<file path="src/rtl/v_dma_pkg.sv">
// Shared types and helpers for the DMA channel sequencer: beat sizes, channel
// states, and the natural-alignment beat size selector.
package v_dma_pkg;

    typedef enum logic [1:0] {
        SZ_BYTE = 2'd0,
        SZ_HALF = 2'd1,
        SZ_WORD = 2'd2
    } size_t;

    typedef enum logic [2:0] {
        IDLE     = 3'd0,
        RD_CMD   = 3'd1,
        RD_WAIT  = 3'd2,
        WR_FETCH = 3'd3,
        WR_CMD   = 3'd4,
        WR_WAIT  = 3'd5,
        FLUSH    = 3'd6,
        DONE     = 3'd7
    } ch_state_t;

    // Largest naturally-aligned beat that fits in n bytes starting at addr.
    function automatic size_t sz_sel(input logic [1:0] addr, input logic [31:0] n);
        size_t s;
        if ((addr == 2'b00) && (n >= 32'd4)) begin
            s = SZ_WORD;
        end else if ((addr[0] == 1'b0) && (n >= 32'd2)) begin
            s = SZ_HALF;
        end else begin
            s = SZ_BYTE;
        end
        return s;
    endfunction

    function automatic logic [2:0] size_bytes(input size_t s);
        logic [2:0] b;
        case (s)
            SZ_WORD: b = 3'd4;
            SZ_HALF: b = 3'd2;
            SZ_BYTE: b = 3'd1;
            default: b = 3'd1;
        endcase
        return b;
    endfunction

endpackage

</file>
<file path="src/rtl/v_ch_ctrl.sv">
// Per-channel DMA sequencer: alternates read phases that fill the byte-lane
// FIFO with write phases that drain it, one bus command outstanding at a time.
module v_ch_ctrl
    import v_dma_pkg::*;
#(
    parameter int BUFFER_SIZE = 2,
    parameter int LEN_W       = 16
) (
    input  logic             clk,
    input  logic             areset,
    input  logic             start_i,
    input  logic [31:0]      src_addr_i,
    input  logic [31:0]      dst_addr_i,
    input  logic [LEN_W-1:0] len_i,
    output logic             busy_o,
    output logic             done_o,
    output logic             err_o,
    output logic             cmd_valid_o,
    input  logic             cmd_ready_i,
    output logic             cmd_write_o,
    output logic [31:0]      cmd_addr_o,
    output logic [1:0]       cmd_size_o,
    output logic [31:0]      cmd_wdata_o,
    input  logic             rsp_valid_i,
    input  logic             rsp_err_i,
    input  logic [31:0]      rsp_rdata_i,
    output logic             fifo_write_o,
    output logic             fifo_read_o,
    output logic [1:0]       fifo_size_o,
    output logic [1:0]       fifo_offset_o,
    output logic [31:0]      fifo_wdata_o,
    input  logic [31:0]      fifo_rdata_i
);

    localparam int FIFO_BYTES = 4 * BUFFER_SIZE;
    localparam int LVL_W      = $clog2(FIFO_BYTES + 1);

    ch_state_t        state_r, state_s;
    logic [31:0]      src_r, src_s;
    logic [31:0]      dst_r, dst_s;
    logic [LEN_W-1:0] rd_rem_r, rd_rem_s;
    logic [LVL_W-1:0] level_r, level_s;
    size_t            size_r, size_s;
    logic             busy_r, busy_s;
    logic             done_r, done_s;
    logic             err_r, err_s;

    logic [31:0]      room_s;
    logic [31:0]      rd_n_s;
    size_t            rd_sz_s;
    size_t            wr_sz_s;
    logic [2:0]       beat_bytes_s;
    logic [LEN_W-1:0] rd_rem_dec_s;
    logic [LVL_W-1:0] level_inc_s;
    logic [LVL_W-1:0] level_dec_s;

    // Read beats are limited by both the bytes left and the free FIFO space.
    assign room_s       = 32'(FIFO_BYTES) - 32'(level_r);
    assign rd_n_s       = (32'(rd_rem_r) < room_s) ? 32'(rd_rem_r) : room_s;
    assign rd_sz_s      = sz_sel(src_r[1:0], rd_n_s);
    assign wr_sz_s      = sz_sel(dst_r[1:0], 32'(level_r));
    assign beat_bytes_s = size_bytes(size_r);
    assign rd_rem_dec_s = rd_rem_r - LEN_W'(beat_bytes_s);
    assign level_inc_s  = level_r + LVL_W'(beat_bytes_s);
    assign level_dec_s  = level_r - LVL_W'(beat_bytes_s);

    assign busy_o = busy_r;
    assign done_o = done_r;
    assign err_o  = err_r;

    // Next-state, datapath updates and per-state bus/FIFO controls.
    always_comb begin
        state_s       = state_r;
        src_s         = src_r;
        dst_s         = dst_r;
        rd_rem_s      = rd_rem_r;
        level_s       = level_r;
        size_s        = size_r;
        busy_s        = busy_r;
        done_s        = 1'b0;
        err_s         = err_r;
        cmd_valid_o   = 1'b0;
        cmd_write_o   = 1'b0;
        cmd_addr_o    = 32'd0;
        cmd_size_o    = 2'd0;
        cmd_wdata_o   = 32'd0;
        fifo_write_o  = 1'b0;
        fifo_read_o   = 1'b0;
        fifo_size_o   = 2'd0;
        fifo_offset_o = 2'd0;
        fifo_wdata_o  = 32'd0;

        case (state_r)
            IDLE: begin
                if (start_i) begin
                    src_s    = src_addr_i;
                    dst_s    = dst_addr_i;
                    rd_rem_s = len_i;
                    level_s  = {LVL_W{1'b0}};
                    err_s    = 1'b0;
                    busy_s   = 1'b1;
                    state_s  = (len_i == {LEN_W{1'b0}}) ? DONE : RD_CMD;
                end else begin
                    state_s = IDLE;
                end
            end
            RD_CMD: begin
                cmd_valid_o = 1'b1;
                cmd_addr_o  = src_r;
                cmd_size_o  = rd_sz_s;
                if (cmd_ready_i) begin
                    size_s  = rd_sz_s;
                    state_s = RD_WAIT;
                end else begin
                    state_s = RD_CMD;
                end
            end
            RD_WAIT: begin
                if (rsp_valid_i) begin
                    if (rsp_err_i) begin
                        err_s    = 1'b1;
                        rd_rem_s = {LEN_W{1'b0}};
                        state_s  = FLUSH;
                    end else begin
                        fifo_write_o  = 1'b1;
                        fifo_size_o   = size_r;
                        fifo_offset_o = src_r[1:0];
                        fifo_wdata_o  = rsp_rdata_i;
                        src_s         = src_r + 32'(beat_bytes_s);
                        rd_rem_s      = rd_rem_dec_s;
                        level_s       = level_inc_s;
                        if ((rd_rem_dec_s != {LEN_W{1'b0}}) && (32'(level_inc_s) < 32'(FIFO_BYTES))) begin
                            state_s = RD_CMD;
                        end else begin
                            state_s = WR_FETCH;
                        end
                    end
                end else begin
                    state_s = RD_WAIT;
                end
            end
            WR_FETCH: begin
                fifo_read_o   = 1'b1;
                fifo_size_o   = wr_sz_s;
                fifo_offset_o = dst_r[1:0];
                size_s        = wr_sz_s;
                state_s       = WR_CMD;
            end
            WR_CMD: begin
                cmd_valid_o = 1'b1;
                cmd_write_o = 1'b1;
                cmd_addr_o  = dst_r;
                cmd_size_o  = size_r;
                cmd_wdata_o = fifo_rdata_i;
                if (cmd_ready_i) begin
                    state_s = WR_WAIT;
                end else begin
                    state_s = WR_CMD;
                end
            end
            WR_WAIT: begin
                if (rsp_valid_i) begin
                    level_s = level_dec_s;
                    if (rsp_err_i) begin
                        err_s    = 1'b1;
                        rd_rem_s = {LEN_W{1'b0}};
                        state_s  = FLUSH;
                    end else begin
                        dst_s = dst_r + 32'(beat_bytes_s);
                        if (level_dec_s != {LVL_W{1'b0}}) begin
                            state_s = WR_FETCH;
                        end else if (rd_rem_r != {LEN_W{1'b0}}) begin
                            state_s = RD_CMD;
                        end else begin
                            state_s = DONE;
                        end
                    end
                end else begin
                    state_s = WR_WAIT;
                end
            end
            FLUSH: begin
                // Byte-wise drain keeps the FIFO lane pointers in step for the next transfer.
                if (level_r != {LVL_W{1'b0}}) begin
                    fifo_read_o = 1'b1;
                    level_s     = level_r - LVL_W'(1'b1);
                    state_s     = (level_r == LVL_W'(1'b1)) ? DONE : FLUSH;
                end else begin
                    state_s = DONE;
                end
            end
            DONE: begin
                done_s  = 1'b1;
                busy_s  = 1'b0;
                state_s = IDLE;
            end
            default: begin
                busy_s  = 1'b0;
                state_s = IDLE;
            end
        endcase
    end

    // State and datapath registers.
    always_ff @(posedge clk or negedge areset) begin
        if (!areset) begin
            state_r  <= IDLE;
            src_r    <= 32'd0;
            dst_r    <= 32'd0;
            rd_rem_r <= {LEN_W{1'b0}};
            level_r  <= {LVL_W{1'b0}};
            size_r   <= SZ_BYTE;
            busy_r   <= 1'b0;
            done_r   <= 1'b0;
            err_r    <= 1'b0;
        end else begin
            state_r  <= state_s;
            src_r    <= src_s;
            dst_r    <= dst_s;
            rd_rem_r <= rd_rem_s;
            level_r  <= level_s;
            size_r   <= size_s;
            busy_r   <= busy_s;
            done_r   <= done_s;
            err_r    <= err_s;
        end
    end

endmodule

</file>
<file path="config.mk">
export PLATFORM = sky130hd
export DESIGN_NAME = v_ch_ctrl
export DESIGN_NICKNAME = d
export VERILOG_FILES = /design/src/rtl/v_dma_pkg.sv /design/src/rtl/v_ch_ctrl.sv
export SDC_FILE = /design/constraint.sdc
export NUM_CORES = 1
export LEC_CHECK = 0
export BUFFER_PORTS_ARGS = -buffer_cell sky130_fd_sc_hd__buf_4
export CELL_PAD_IN_SITES_DETAIL_PLACEMENT = 2
export CELL_PAD_IN_SITES_GLOBAL_PLACEMENT = 2
export CORE_UTILIZATION = 29
export CTS_CLUSTER_DIAMETER = 40
export CTS_CLUSTER_SIZE = 40
export DETAILED_ROUTE_END_ITERATION = 6
export PLACE_DENSITY = 0.85
export SYNTH_ARGS = -nofsm -noshare
export SYNTH_HDL_FRONTEND = slang
export SYNTH_SLANG_ARGS = --single-unit
</file>
<file path="constraint.sdc">
create_clock -name clk -period 3.8 [get_ports clk]
set_input_delay 0.38 -clock clk [delete_from_list [all_inputs] [get_ports clk]]
set_output_delay 0.38 -clock clk [all_outputs]
set_load 0.02 [all_outputs]
</file>
==> impl_metrics.json, run 1 <==
{
  "status": "finished clean",
  "grt_pass1_wl_um": 53900,
  "use_met3_pct": 4.55,
  "ys_seq_area_share_pct": 30.0,
  "power_density_nw_per_um2": 846,
  "clkPwrFrac_pct": 10.9,
  "r2r_cells": 12,
  "synth.distinct_cells": 75,
  "crit_path_cell_trace": "inv_1, ha_2, nand2b_1, nand2_4, ha_1, a211o_1, a21oi_1, o31ai_1, a22oi_2, mux2i_1, a22o_1, buf_4",
  "synth_ff_type": "dfrtp_1",
  "timing.final.crit_share_pct": 96.1,
  "worst_pin_slew_ns": 0.996,
  "critical_path_class": "reg2out",
  "cp-end-kind": "output port",
  "r2r-end": "state_r[1]",
  "path_clk_slew_ns": 0.07,
  "critPathLaunchType": "flop",
  "synth_warnings": 0,
  "cts_root_buf": "clkbuf_16",
  "final.setup_skew_ns": 0.0113,
  "drive_above_1_share_pct": 27.6,
  "p_leak_nw": 4.60,
  "synth-edff-count": 0,
  "antenna_found_initial": 1,
  "pwr-share-seq_pct": 26.5,
  "start_util_pct": 29.5,
  "worstPathArrival_ns": 3.27,
  "syn_area_sq_um": 7670,
  "antenna_left": 0,
  "crit_fanout": 13,
  "vdd_drop_max_v": 0.000412,
  "ys_ff_latch": 92,
  "switching_power_mw": 4.56,
  "drt_drc_violations_left": 0,
  "first_pass_iters": 5,
  "cts_buffers": 9,
  "critPathMaxStageDelay_ns": 0.47,
  "pwr-share-comb_pct": 62.6,
  "dr_total_vias": 8817,
  "regToRegSetupSlack_ns": 0.36,
  "grt_overflow": 0,
  "worstHoldStart": "dst_addr_i[21]",
  "fmax_ghz": 0.274,
  "grt_max_degree": 42,
  "synth_commonest_cells": "dfrtp_1 (92), a21oi_1 (85), nand2_1 (77)",
  "period_needed_ns": 3.65,
  "synth_area_leaders": "dfrtp_1 (30%), a21oi_1 (5.5%), ha_1 (5.5%)",
  "syn_nets": 1150,
  "crit_required_ns": 3.42,
  "grt_pass1_vias": 9430,
  "synth.avg_cell_area_sq_um": 7.98,
  "worstHoldPathCells": 3,
  "fin_nets": 1380,
  "clk_latency_ns": 0.36,
  "h-tree-depth": 3,
  "wl_um": 35200,
  "fillers": 2941,
  "syn_inst": 961,
  "die_w_um": 165,
  "finalHoldViolations": 0,
  "utilization_pct": 39.7,
  "relSlewSlack_pct": 33.4,
  "met1_usage_pct": 30.6,
  "grt_use_total_pct": 25.9,
  "hold_class": "in2reg",
  "maxCapViolations": 0,
  "dp_slack_ns": 0.179,
  "globalplace.congestion": 0.888,
  "busiest_layer": "met2",
  "hold_end": "dst_r[21]",
  "io_pins": 259,
  "vias_per_cell": 5.76,
  "synth_top_area_share_pct": 30.0,
  "async_flop_share_pct": 100,
  "worst_slack_ns": 0.147,
  "wire_per_inst_um": 23.0,
  "cts_tree": "done",
  "grt_util_met2_pct": 45.4,
  "slowest_stage": "dfrtp_2",
  "yosys.area.top_type": "dfrtp_1",
  "swShare_pct": 52.3,
  "die_h_um": 165,
  "portBuffers": 258,
  "yosysMostFrequentCell": "dfrtp_1",
  "clk_path_buf_depth": 2,
  "hpwlAfterDp_um": 27000,
  "clock_sinks": 92,
  "drtIter0Drc": 422,
  "setup_viol": 0,
  "die-area_sq_um": 27100,
  "p_int_mw": 4.16,
  "total_power_mw": 8.73,
  "r2r-start": "size_r[0]",
  "final_max_slew_viol_count": 0,
  "syn2layout_area_growth_pct": 34.5,
  "rows": 59,
  "core_area_sq_um": 26000
}
## area by class of cell
class / count / area, sq um / share of cell area [%]
clock inverter: 5 / 43.8 / 0.424
clock buffer: 11 / 253 / 2.45
inverter: 26 / 97.6 / 0.946
antenna: 1 / 2.50 / 0.0242
sequential: 92 / 2300 / 22.3
multi-input combinational: 777 / 5040 / 48.9
tap: 335 / 419 / 4.06
timing repair buffer: 285 / 2150 / 20.9
## per-layer routing
metal | routed length, um | part of all wire [%]
met1 | 14200 | 40
met2 | 17500 | 50
met3 | 2070 | 5.9
met4 | 1440 | 4.1
met5 | 17 | 0.048
## how the worst max path moves through the flow
stage,start,endpoint,slack (ns),cells past startpoint
after detailed placement,level_r[1],cmd_size_o[1],0.18,12
final,level_r[0],cmd_size_o[1],0.15,12
after global placement,level_r[1],cmd_size_o[1],0.40,12
after global routing,level_r[0],cmd_size_o[1],-0.004,12
after CTS,level_r[1],cmd_size_o[1],0.02,12
after floorplan,level_r[1],cmd_size_o[0],0.66,11
## metrics by stage
stage | cell area [sq um] | TNS, ns | hold slack (ns) | instances
after global placement | 9990 | 0 | 0.365 | 1514
after CTS | 10300 | 0 | 0.246 | 1531
final | 10300 | 0 | 0.254 | 1532
after global routing | 10300 | -0.00381 | 0.266 | 1531
after detailed placement | 9990 | 0 | 0.363 | 1514
after floorplan | 7670 | 0 | 0.0844 | 961
## cells by family (layout without fill, tap and decap cells)
logic type / after synthesis / after routing / synth area share [%]
muxes: 6 / 6 / 0.946
adders and majority gates: 39 / 39 / 6.85
and+or+nand+nor: 369 / 369 / 25.7
AOI/OAI and AO/OA: 352 / 352 / 30.5
buffers and inverters: 92 / 327 / 4.73
xor gates and xnor gates: 11 / 11 / 1.26
DFF: 92 / 92 / 30.0
other: 0 / 1 / 0
## timing repair
| item | in CTS | in global routing |
|---|---|---|
| buffers inserted | 0 | 0 |
| setup endpoints to repair | 2 | 2 |
| hold endpoints to repair | 29 | 0 |
| hold buffers | 1 | 0 |
| resized for setup | 3 | 5 |
## flip-flops by register name, indices dropped and copies added, names as in the netlist
signal,count
busy_o,1
src_r,32
state_r,3
level_r,4
rd_rem_r,16
size_r,2
done_o,1
err_o,1
dst_r,32
## worst max-delay path: cells and delay by family (launching register included)
kind / cells / cell delay, ns
AOI/OAI and AO/OA: 5 / 0.94
adders and majority gates: 2 / 0.52
DFF: 1 / 0.47
and+or+nand+nor: 2 / 0.37
muxes: 1 / 0.31
buffers and inverters: 2 / 0.30
## layout by cell type (no fill, tap or decap), types with 15 or more instances in the layout
cell type,count
a22o_1,33
o21ai_0,74
and3_1,15
nor3_1,21
nand2_1,76
nand4_1,16
a21oi_1,85
a2bb2oi_1,27
and2_1,66
nand3_1,40
buf_4,283
nor2_1,68
o22ai_1,25
inv_1,24
ha_1,33
dfrtp_1,90
## power by group through the flow
stage,clock [mW],combinational [mW],sequential [mW]
global placement,0,5.12,2.28
detailed placement,0,5.36,2.30
CTS,0.977,5.42,2.30
floorplan,0,3.56,1.88
global route,1.00,5.92,2.37
finish,0.950,5.47,2.31
No activity file was read; power rests on OpenSTA's default activity.
==> run 2, diff against run 1 <==
REMOVE_ABC_BUFFERS = 1   (was default)
==> impl_metrics.json, run 2 (synthesis gave the netlist of run 1 again) <==
{
  "wl_um": 35000,
  "vias_per_cell": 5.80,
  "grt_overflow": 0,
  "core_area_sq_um": 26000,
  "fillers": 2994,
  "clk_latency_ns": 0.37,
  "drive_above_1_share_pct": 27.6,
  "antenna_left": 0,
  "wire_per_inst_um": 22.8,
  "swShare_pct": 51.1,
  "first_pass_iters": 4,
  "ctsHoldBuffers": 0,
  "syn2layout_area_growth_pct": 35.3,
  "vdd_drop_max_v": 0.000359,
  "hold_class": "in2async",
  "fmax_ghz": 0.274,
  "finalHoldViolations": 0,
  "pwr-share-seq_pct": 25.7,
  "switching_power_mw": 4.46,
  "die_h_um": 165,
  "largestRegisters": "dst_r (32), src_r (32), rd_rem_r (16)",
  "timing.final.crit_share_pct": 95.9,
  "io_pins": 259,
  "dr_total_vias": 8897,
  "globalplace.congestion": 0.890,
  "path_clk_slew_ns": 0.08,
  "most-common-layout-cells": "buf_4 (286), dfrtp_1 (92), a21oi_1 (85)",
  "worstPathArrival_ns": 3.26,
  "cts_root_buf": "clkbuf_16",
  "critPathLaunchType": "flop",
  "cp-end-kind": "output port",
  "die-area_sq_um": 27100,
  "start_util_pct": 29.5,
  "grt_pass1_wl_um": 53600,
  "clkPwrFrac_pct": 12.2,
  "drtIter0Drc": 502,
  "crit_fanout": 13,
  "crit_required_ns": 3.42,
  "setup_viol": 0,
  "die_w_um": 165,
  "drt_drc_violations_left": 0,
  "critical_path_class": "reg2out",
  "rsz0062_at_grt": "false",
  "fin_nets": 1383,
  "p_leak_nw": 4.65,
  "rows": 59,
  "period_needed_ns": 3.64,
  "maxCapViolations": 0,
  "h-tree-depth": 3,
  "final.setup_skew_ns": 0.0154,
  "status": "finished clean",
  "portBuffers": 258,
  "grt_max_degree": 48,
  "grt_use_total_pct": 25.6,
  "power_density_nw_per_um2": 841,
  "pwr-share-comb_pct": 62.1,
  "grt_pass1_vias": 9422,
  "hpwlAfterDp_um": 26300,
  "p_int_mw": 4.27,
  "antenna_found_initial": 1,
  "fin_area_sq_um": 10400,
  "utilization_pct": 39.9,
  "clk_path_buf_depth": 2,
  "cts_tree": "done",
  "layout_commonest_cell": "buf_4",
  "holdWs_ns": 0.0563,
  "relSlewSlack_pct": 37.2,
  "final_max_slew_viol_count": 0,
  "cts_buffers": 9,
  "worst_pin_slew_ns": 0.942,
  "num_antenna_cells": 0,
  "place_area_sq_um": 10000,
  "clock_sinks": 92
}
-- run 2: power groups by stage --
stage	clock network (mW)	logic, mW	registers (mW)
2_1_floorplan	0	3.33	1.98
3_3_place_gp	0	5.12	2.19
3_5_place_dp	0	5.34	2.23
4_1_cts	1.07	5.42	2.22
5_1_grt	1.11	5.89	2.31
6_report	1.07	5.43	2.24
-- run 2: area by class of cell --
type                            count  area, sq um  share of cell area [%]
Clock inverter                      7          105                    1.01
Sequential cell                    92         2300                    22.2
Clock buffer                        9          225                    2.17
Tap cell                          335          419                    4.04
Inverter                           26         97.6                   0.940
Timing Repair Buffer              288         2190                    21.1
Multi-Input combinational cell    777         5040                    48.6
-- run 2: metal layers --
| metal | wire length, um | global-route usage, % | vias up |
|---|---|---|---|
| met5 | 14 | 0 | - |
| met4 | 1140 | 10.8 | 2 |
| met3 | 1520 | 2.84 | 59 |
| met2 | 17500 | 44.1 | 262 |
| met1 | 14800 | 32.3 | 4534 |
| li1 | - | - | 4040 |
-- run 2: critical path: stages (launching register included) --
cell	delay, ns
dfrtp_1	0.40
inv_1	0.18
ha_1	0.29
nand2b_1	0.18
nand2_4	0.20
ha_1	0.28
a211o_1	0.30
a21oi_1	0.13
o31ai_1	0.10
a22oi_2	0.21
mux2i_1	0.32
a22o_1	0.17
buf_4	0.13
-- run 2: path summary, 6_finish.rpt --
kind,start,slack (ns),endpoint,cells past startpoint
setup / recovery,level_r[1],0.16,cmd_size_o[1],12
hold / removal,areset,0.06,src_r[5],1
setup reg to reg,size_r[0],0.54,src_r[28],12
hold reg to reg,busy_o,0.54,busy_o,2
max in group asynchronous,areset,2.93,src_r[2],2
min in group clk,dst_addr_i[21],0.24,dst_r[21],3
-- run 2: metrics by stage --
stage / setup slack, ns / TNS [ns] / power (mW) / std cells
after global routing: 0.0347 / 0 / 9.32 / 1534
after floorplan: -0.574 / -17.18 / 5.31 / 895
after CTS: 0.0402 / 0 / 8.71 / 1534
after global placement: 0.488 / 0 / 7.31 / 1518
final: 0.156 / 0 / 8.73 / 1534
after detailed placement: 0.305 / 0 / 7.58 / 1518
-- run 2: timing repair --
action                                  4_1_cts  5_1_grt
setup buffers                                 0        0
endpoints found under the setup margin        2        2
gates resized for setup                       1        2
cloned                                        0        0
pin swaps                                     0        0
==> run 3, diff against run 2 <==
ABC_AREA = 0   (was default)
SETUP_SLACK_MARGIN = 0.3   (was default)
SKIP_CTS_REPAIR_TIMING = 1   (was default)
==> impl_metrics.json, run 3 (synthesis gave the netlist of run 1 again) <==
{
  "globalplace.congestion": 0.890,
  "swShare_pct": 51.2,
  "dr_total_vias": 8959,
  "antenna_found_initial": 1,
  "clk_latency_ns": 0.37,
  "cts_buffers": 9,
  "fin_nets": 1387,
  "path_clk_slew_ns": 0.08,
  "hpwlAfterDp_um": 26300,
  "period_needed_ns": 3.44,
  "num_antenna_cells": 0,
  "relSlewSlack_pct": 37.2,
  "rows": 59,
  "regToRegSetupSlack_ns": 0.53,
  "crit_fanout": 6,
  "critPathMaxStageDelay_ns": 0.39,
  "critPathLaunchType": "flop",
  "antenna_left": 0,
  "most-common-layout-cells": "buf_4 (289), dfrtp_1 (92), a21oi_1 (85)",
  "die_w_um": 165,
  "die-area_sq_um": 27100,
  "status": "finished clean",
  "holdWs_ns": 0.0556,
  "power_density_nw_per_um2": 848,
  "die_h_um": 165,
  "rsz0062_at_grt": "true",
  "p_leak_nw": 4.66,
  "setup_viol": 0,
  "wire_per_inst_um": 23.1,
  "h-tree-depth": 3,
  "first_pass_iters": 5,
  "timing.final.crit_share_pct": 90.6,
  "slowest_stage": "dfrtp_1",
  "grt_overflow": 0,
  "r2r-end": "state_r[2]",
  "clk_path_buf_depth": 2,
  "cp_top_family": "compound AO/OA/AOI/OAI gates",
  "drive_above_1_share_pct": 28.2,
  "r2r_cells": 10,
  "crit_required_ns": 3.42,
  "start_util_pct": 29.5,
  "drtIter0Drc": 451,
  "layout_commonest_cell": "buf_4",
  "r2r-start": "size_r[1]",
  "hold_class": "in2async",
  "grt_pass1_wl_um": 53600,
  "pwr-share-seq_pct": 25.5,
  "syn2layout_area_growth_pct": 35.9,
  "fmax_ghz": 0.290,
  "vias_per_cell": 5.83,
  "pwr-share-comb_pct": 62.5,
  "grt_use_total_pct": 25.6,
  "worstPathArrival_ns": 3.06,
  "worst_pin_slew_ns": 0.942,
  "cp-end-kind": "output port",
  "portBuffers": 258,
  "final_max_slew_viol_count": 0,
  "maxCapViolations": 0,
  "cts_tree": "done",
  "core_area_sq_um": 26000,
  "finalHoldViolations": 0,
  "p_int_mw": 4.31,
  "wl_um": 35500,
  "utilization_pct": 40.1,
  "grt_max_degree": 48,
  "vdd_drop_max_v": 0.000360,
  "io_pins": 259,
  "cts_root_buf": "clkbuf_16",
  "largestRegisters": "dst_r (32), src_r (32), rd_rem_r (16)",
  "crit_path_cell_trace": "inv_1, ha_4, nand2b_2, nand2_4, ha_1, a211o_1, a21oi_1, o31ai_1, a22oi_2, mux2i_1, a22o_1, buf_4",
  "grt_pass1_vias": 9415,
  "final.setup_skew_ns": 0.0158,
  "clkPwrFrac_pct": 12.1,
  "clock_sinks": 92,
  "critPathBufInv": 2,
  "critical_path_class": "reg2out",
  "switching_power_mw": 4.53,
  "drt_drc_violations_left": 0
}
==> run 3: cell types whose count changed in the layout (fill, tap and decap cells not counted), sizes merged <==
cell | previous run | this run
buf | 288 | 291
nand2 | 79 | 80
==> run 3: routing by layer <==
| metal | wire, um | global-route usage, % | share of wire (%) | up-vias |
|---|---|---|---|---|
| met5 | 14 | 0 | 0.039 | - |
| met4 | 1080 | 10.5 | 3.0 | 2 |
| met3 | 1500 | 2.81 | 4.2 | 56 |
| met2 | 17900 | 44.2 | 50 | 252 |
| met1 | 15000 | 32.3 | 42 | 4600 |
| li1 | - | - | - | 4049 |
==> run 3: power by group through the flow <==
stage	combinational (mW)	clock, mW	sequential, mW
after global placement	5.12	0	2.19
final	5.53	1.07	2.25
after global routing	5.99	1.11	2.32
after CTS	5.41	1.07	2.22
after floorplan	3.33	0	1.98
after detailed placement	5.34	0	2.23
==> run 3: area by class of cell <==
class	instances	area [sq um]
Tap cell	335	419
Timing Repair Buffer	291	2210
Fill cell	2979	15600
Sequential cell	92	2300
Clock inverter	7	105
Inverter	26	97.6
Multi-Input combinational cell	778	5070
Clock buffer	9	225
==> run 3: worst reg2reg max path, cell delays in order, from the launching register on <==
cell	delay, ns
dfrtp_1	0.44
inv_1	0.08
ha_1	0.32
inv_1	0.25
ha_1	0.35
nor2b_1	0.13
o21ai_0	0.33
nor3b_1	0.52
nor3_1	0.13
a311o_1	0.36
a211o_1	0.26
==> run 3: stage by stage <==
step	setup TNS, ns	area [sq um]	instances	power, mW	worst slack (ns)
2_1_floorplan	-17.18	7410	895	5.31	-0.574
4_1_cts	-0.203	10400	1534	8.71	-0.106
3_5_place_dp	0	10000	1518	7.58	0.305
5_1_grt	0	10400	1538	9.42	0.222
3_3_place_gp	0	10000	1518	7.31	0.488
6_report	0	10400	1538	8.84	0.357
==> run 3: worst max path at each step <==
stage	start	end	slack [ns]	cells after the start
finish	level_r[0]	cmd_size_o[1]	0.36	12
global route	level_r[0]	cmd_size_o[0]	0.22	12
CTS	level_r[1]	cmd_size_o[1]	-0.11	12
detailed placement	level_r[1]	cmd_size_o[1]	0.30	12
global placement	level_r[1]	cmd_size_o[1]	0.49	12
floorplan	state_r[0]	fifo_offset_o[0]	-0.57	5
